## src/rtl/ann_out_streamer_if.sv

```systemverilog
// Handshake bundle of the ANN result streamer: result-vector offer from the
// core plus the byte/valid/ack link to the external host.
interface ann_out_streamer_if #(
  parameter int N_NEURONS = 4
);
  logic                   res_valid;
  logic [8*N_NEURONS-1:0] res_data;
  logic                   res_ready;
  logic                   host_ack;
  logic [7:0]             out_data;
  logic                   out_valid;

  modport master (
    input  res_valid, res_data, host_ack,
    output res_ready, out_data, out_valid
  );

  modport slave (
    output res_valid, res_data, host_ack,
    input  res_ready, out_data, out_valid
  );
endinterface

```

## src/rtl/ann_out_streamer.sv

```systemverilog
// Sends one captured result vector to the host as HDR, data bytes, XOR checksum,
// each byte paced by a 4-phase valid/ack handshake on a synchronised host_ack.
module ann_out_streamer #(
  parameter int         N_NEURONS = 4,
  parameter logic [7:0] HDR_BYTE  = 8'hA5
) (
  input  logic                clk,
  input  logic                rst_n,
  input  logic                ena,
  ann_out_streamer_if.master  bus,
  output logic                busy,
  output logic                frame_done
);

  localparam int IDX_W = $clog2(N_NEURONS + 2);
  localparam logic [IDX_W-1:0] LAST_IDX = IDX_W'(N_NEURONS + 1);
  localparam logic [IDX_W-1:0] CSUM_PRE = IDX_W'(N_NEURONS);

  typedef enum logic [1:0] {IDLE, WAIT_HI, WAIT_LO} state_e;

  state_e                 r_state;
  state_e                 w_nextState;
  logic                   r_ackMeta;
  logic                   r_ackSync;
  logic [8*N_NEURONS-1:0] r_shadow;
  logic [IDX_W-1:0]       r_index;
  logic [7:0]             r_csum;
  logic [7:0]             r_outData;
  logic                   r_outValid;
  logic                   r_frameDone;

  logic                   w_accept;
  logic                   w_ackSeen;
  logic                   w_loadNext;
  logic                   w_finish;
  logic [7:0]             w_dataByte;

  always_ff @(posedge clk or negedge rst_n) begin
    if (!rst_n) begin
      r_state <= IDLE;
    end else if (ena) begin
      r_state <= w_nextState;
    end
  end

  always_comb begin
    w_nextState = r_state;
    case (r_state)
      IDLE:    if (bus.res_valid) w_nextState = WAIT_HI;
      WAIT_HI: if (r_ackSync)     w_nextState = WAIT_LO;
      WAIT_LO: if (!r_ackSync)    w_nextState = (r_index == LAST_IDX) ? IDLE : WAIT_HI;
      default: w_nextState = IDLE;
    endcase
  end

  always_comb begin
    w_accept   = (r_state == IDLE) && bus.res_valid;
    w_ackSeen  = (r_state == WAIT_HI) && r_ackSync;
    w_loadNext = (r_state == WAIT_LO) && !r_ackSync && (r_index != LAST_IDX);
    w_finish   = (r_state == WAIT_LO) && !r_ackSync && (r_index == LAST_IDX);
  end

  // Index k (1..N) carries data byte k-1, so the byte loaded next is r_index.
  always_comb begin
    w_dataByte = 8'h00;
    for (int k = 0; k < N_NEURONS; k++) begin
      if (r_index == IDX_W'(k)) w_dataByte = r_shadow[8*k +: 8];
    end
  end

  always_ff @(posedge clk or negedge rst_n) begin
    if (!rst_n) begin
      r_ackMeta   <= 1'b0;
      r_ackSync   <= 1'b0;
      r_shadow    <= '0;
      r_index     <= '0;
      r_csum      <= 8'h00;
      r_outData   <= 8'h00;
      r_outValid  <= 1'b0;
      r_frameDone <= 1'b0;
    end else if (ena) begin
      r_ackMeta   <= bus.host_ack;
      r_ackSync   <= r_ackMeta;
      r_frameDone <= w_finish;
      if (w_accept) begin
        r_shadow   <= bus.res_data;
        r_index    <= '0;
        r_csum     <= 8'h00;
        r_outData  <= HDR_BYTE;
        r_outValid <= 1'b1;
      end else if (w_ackSeen) begin
        r_outValid <= 1'b0;
      end else if (w_loadNext) begin
        r_index    <= r_index + IDX_W'(1);
        r_outValid <= 1'b1;
        if (r_index == CSUM_PRE) begin
          r_outData <= r_csum;
        end else begin
          r_outData <= w_dataByte;
          r_csum    <= r_csum ^ w_dataByte;
        end
      end
    end else begin
      r_frameDone <= 1'b0;
    end
  end

  assign bus.res_ready = (r_state == IDLE);
  assign bus.out_data  = r_outData;
  assign bus.out_valid = r_outValid;
  assign busy          = (r_state != IDLE);
  assign frame_done    = r_frameDone & ena;

endmodule

```

## src/flat_wrapper.sv

```systemverilog
// flat-port wrapper written by rule: the top's interface ports become plain ports
module ann_out_streamer_flat 
#(
  parameter int         N_NEURONS = 4,
  parameter logic [7:0] HDR_BYTE  = 8'hA5
)
  (clk, rst_n, ena, busy, frame_done, bus_res_valid, bus_res_data, bus_host_ack, bus_res_ready, bus_out_data, bus_out_valid);
  ann_out_streamer_if #(.N_NEURONS(N_NEURONS)) bus_i ();
  input  logic clk;
  input  logic rst_n;
  input  logic ena;
  output logic busy;
  output logic frame_done;
  input wire logic [$bits(bus_i.res_valid)-1:0] bus_res_valid;
  input wire logic [$bits(bus_i.res_data)-1:0] bus_res_data;
  input wire logic [$bits(bus_i.host_ack)-1:0] bus_host_ack;
  output wire logic [$bits(bus_i.res_ready)-1:0] bus_res_ready;
  output wire logic [$bits(bus_i.out_data)-1:0] bus_out_data;
  output wire logic [$bits(bus_i.out_valid)-1:0] bus_out_valid;
  assign bus_i.res_valid = bus_res_valid;
  assign bus_i.res_data = bus_res_data;
  assign bus_i.host_ack = bus_host_ack;
  assign bus_res_ready = bus_i.res_ready;
  assign bus_out_data = bus_i.out_data;
  assign bus_out_valid = bus_i.out_valid;
  ann_out_streamer #(.N_NEURONS(N_NEURONS), .HDR_BYTE(HDR_BYTE)) u_core (.clk(clk), .rst_n(rst_n), .ena(ena), .bus(bus_i), .busy(busy), .frame_done(frame_done));
endmodule
```

## config.mk

```make
export PLATFORM = sky130hd
export DESIGN_NAME = ann_out_streamer_flat
export DESIGN_NICKNAME = d
export VERILOG_FILES = /design/src/rtl/ann_out_streamer_if.sv /design/src/rtl/ann_out_streamer.sv /design/src/flat_wrapper.sv
export SDC_FILE = /design/constraint.sdc
export NUM_CORES = 1
export LEC_CHECK = 0
export CORE_UTILIZATION = 60
export DETAILED_ROUTE_END_ITERATION = 8
export DONT_BUFFER_PORTS = 1
export PLACE_DENSITY = 0.76
export SLEW_MARGIN = 20
export SYNTH_ARGS = -nofsm -noshare
export SYNTH_HDL_FRONTEND = slang
export SYNTH_SLANG_ARGS = --single-unit
export TNS_END_PERCENT = 100
```

## constraint.sdc

```tcl
create_clock -name clk -period 2.55 [get_ports clk]
set_clock_uncertainty 0.2 [all_clocks]
set_input_delay 0.51 -clock clk [delete_from_list [all_inputs] [get_ports clk]]
set_output_delay 0.51 -clock clk [all_outputs]
set_load 0.02 [all_outputs]
```

==> results of run 1 <==
registers in the layout, indices dropped and copies added (netlist names):
register	flops
u_core.bus.out_data	8
u_core.r_ackSync	1
u_core.r_csum	8
u_core.bus.out_valid	1
u_core.r_index	3
u_core.r_shadow	32
u_core.r_state	2
u_core.r_ackMeta	1
u_core.r_frameDone	1
cells by family (layout without fill, tap and decap cells):
kind of cell | Yosys count | in the layout | share of synthesized area [%]
AO/OA/AOI/OAI | 50 | 50 | 14.32
AND/OR/NAND/NOR | 167 | 167 | 25.77
flip-flops | 57 | 57 | 50.22
adder cells (fa/ha/maj) | 5 | 5 | 2.203
buffers and inverters | 23 | 28 | 4.273
multiplexers | 9 | 9 | 3.216
per-layer routing:
layer | vias to the layer above | track usage (%) | part of all wire (%)
met1 | 994 | 36.84 | 47
met5 | - | 0 | 0
met2 | 60 | 40.28 | 47
met3 | 8 | 10.26 | 5.4
li1 | 1036 | - | -
met4 | 0 | 9.111 | 1.4
final timing paths:
| path | endpoint | slack (ns) | cells after the start |
|---|---|---|---|
| max in group asynchronous | u_core.r_shadow[22] | 1.38 | 2 |
| worst min register to register | u_core.r_ackSync | 0.28 | 2 |
| worst min-delay path | u_core.r_ackSync | 0.07 | 1 |
| min in group asynchronous | u_core.r_csum[4] | 0.53 | 2 |
| worst max register to register | u_core.bus.out_data[3] | 0.23 | 6 |
| worst max-delay path | u_core.bus.out_data[3] | 0.23 | 6 |
repair_timing:
action                     in CTS  in global routing
hold buffers                    2                  0
setup endpoints to repair       0                  0
hold endpoints to repair       57                  0
power groups by stage:
stage | registers, mW | clock network (mW) | logic [mW]
floorplan | 1.57 | 0 | 0.975
global placement | 1.67 | 0 | 1.13
detailed placement | 1.68 | 0 | 1.17
CTS | 1.67 | 0.881 | 1.20
global route | 1.72 | 0.928 | 1.36
finish | 1.67 | 0.862 | 1.20
through the flow:
stage | utilization [%] | hold slack [ns] | cell area [um^2] | instances
global placement | 64.53 | 0.01578 | 2868 | 350
finish | 70.05 | 0.06967 | 3113 | 368
floorplan | - | 0.01441 | 2840 | 311
global route | 70.05 | 0.05543 | 3113 | 368
detailed placement | 64.53 | 0.01576 | 2868 | 350
CTS | 70.05 | 0.05505 | 3113 | 368
final cells by class:
class	count	area, um^2
clock buffers	14	172.7
clock inverters	2	35.03
fillers	365	1331
inverters	5	18.77
multi-input cells	231	1308
flip-flops and latches	57	1426
well taps	52	65.06
repair buffers	7	87.58
placed cells by master, fill, tap and decap left out, types with 2 or more instances in the layout:
cell,n
o21ai_0,3
nor2b_1,8
buf_4,4
a31oi_1,4
inv_1,5
clkbuf_1,2
a211o_1,8
a311o_1,4
a211oi_2,8
clkbuf_8,12
dfrtp_1,57
nand4b_1,2
a21oi_2,2
a22o_1,5
ha_1,5
a21oi_1,8
nand3b_1,8
nor2_1,14
or2_1,9
mux2i_1,8
o21ai_1,6
nand2_1,122
critical path: stages, from the launching register on:
cell and delay (ns):
dfrtp_1 0.43, ha_1 0.22, ha_1 0.30, or2_1 0.36, a211o_1 0.29, a31oi_1 0.29, a22o_1 0.17
==> impl_results.md, run 1 <==
- Post-synth top area cell: dfrtp_1
- Clock root buffer: clkbuf_8
- Layout cells sized above 1: 10.76%
- Die W: 70.80 um
- Post-CTS Setup Inserts: 0
- Status: finished with violations
- Slew @ Worst Pin: 0.6213 ns
- Synthesis Warnings: 0
- Psw: 1.372 mW
- Num Clock Sinks: 57
- Placement Setup Slack: 0.2591 ns
- Final setup margin: 0.2328 ns
- Clock power share: 23.1%
- Post-synth cell types: 29
- Hold Vio Cnt, Final: 0
- Top-area cell type share of the netlist area: 50.22%
- Synthesized area: 2840 um^2
- Critical path class: reg2reg
- Pleak: approximately 1.5 nW
- # diodes: 0
- Initial Utilization: 63.91%
- DRT iter0 DRCs: 123
- ANT nets after route: 0
- Critical path capture point type: register
- CORE AREA: 4444 um^2
- Die ar.: 5013 um^2
- Post-synth top flop: dfrtp_1
- RSZ-0062 raised after global routing: no
- Max cap viols: 0
- H-tree depth: 3
- Detailed-route DRC error count: 4
- Clock buffer count from CTS: 9
- Area delta synth->final: 9.604%
- Vias in the first global route: 2,094
- Flops & latches, synth: 57
- Max_slew headroom: 58.58%
- Failing checks: design-rule violations
- Setup TNS: 0 ns
- WP data required: 2.62 ns
- Number of synthesized flops with an enable pin: 0
- Placer Congestion: 0.8131
- Synth top cells by count: nand2_1, dfrtp_1, nor2_1, buf_2, or2_1
- CTS clk-pin slew, worst paths: about 0.060 ns
- Mean post-synth cell area: just over 9 um^2
- DR vias: 2,098
- Syn nets: ~350
- IO Count: 49
- Maximum resistive drop on vdd: 0.6557 mV
- Total track usage: between 20% and 30%
- PwrDens: 1200 nW/um^2
- Post-Syn Instances: roughly 310
- Seq/Total Area, Yosys: 50.22%
- Async S/R FF share, synth: 100.0%
- CP Max Fanout: 9
- Detailed Routing Iterations Pass 1: 6
- Critical R2R Launch: u_core.r_index[0]
- Final Max Tran Viols: 0
- Synth top area cells: dfrtp_1, nand2_1, a211oi_2
- Antenna violations before repair: 0
- Fmax: 0.4316 GHz
- Share of power burned in registers: 44.8%
- Nets@finish: 353
- Largest net degree at the start of global routing: 58
- Final Power: 3.735 mW
- Period Utilization, post-route: 90.87%
- Avg Vias per Cell: 5.701
- Worst hold start: ena
- GRT overflow: 0
- Period minus WS final: 2.317 ns
- Setup crit start: u_core.r_index[0]
- Clock Path Buffers: 2
- PortBufs: 0
- Comb pwr share: 32.1%
- First-pass GRT wire length: ~10,000 um
- Post-CTS sizing: 0
- Skew-Pair Late Insertion Delay: between 0.3 and 0.4 ns
- Tightest Hold Check Type: in2reg
- Sw Share: 36.75%
- Worst Path Arrival: 2.39 ns
- CTS tree: done
- Routed WL: 5911 um
- Int Pwr: 2.362 mW
- Worst Setup Start Kind: register
- Std cell rows: 24
- Per-cell routed wire length: 16.06 um
- Cell with the most instances after synthesis: nand2_1
- Dpl hpwl: 3929 um
- Die Y-Extent: 70.80 um
- Final setup fails: 0
Note: power is estimated with default switching activity, not from simulation.
==> inputs of run 2 (changes only) <==
--- a/config.mk
+++ b/config.mk
@@ -9,6 +9,7 @@
 export DETAILED_ROUTE_END_ITERATION = 8
 export DONT_BUFFER_PORTS = 1
 export PLACE_DENSITY = 0.76
+export SETUP_SLACK_MARGIN = 0.05
 export SLEW_MARGIN = 20
 export SYNTH_ARGS = -nofsm -noshare
 export SYNTH_HDL_FRONTEND = slang
==> results of run 2 <==
No change in the layout: final DEF, timing and power equal those of run 1.
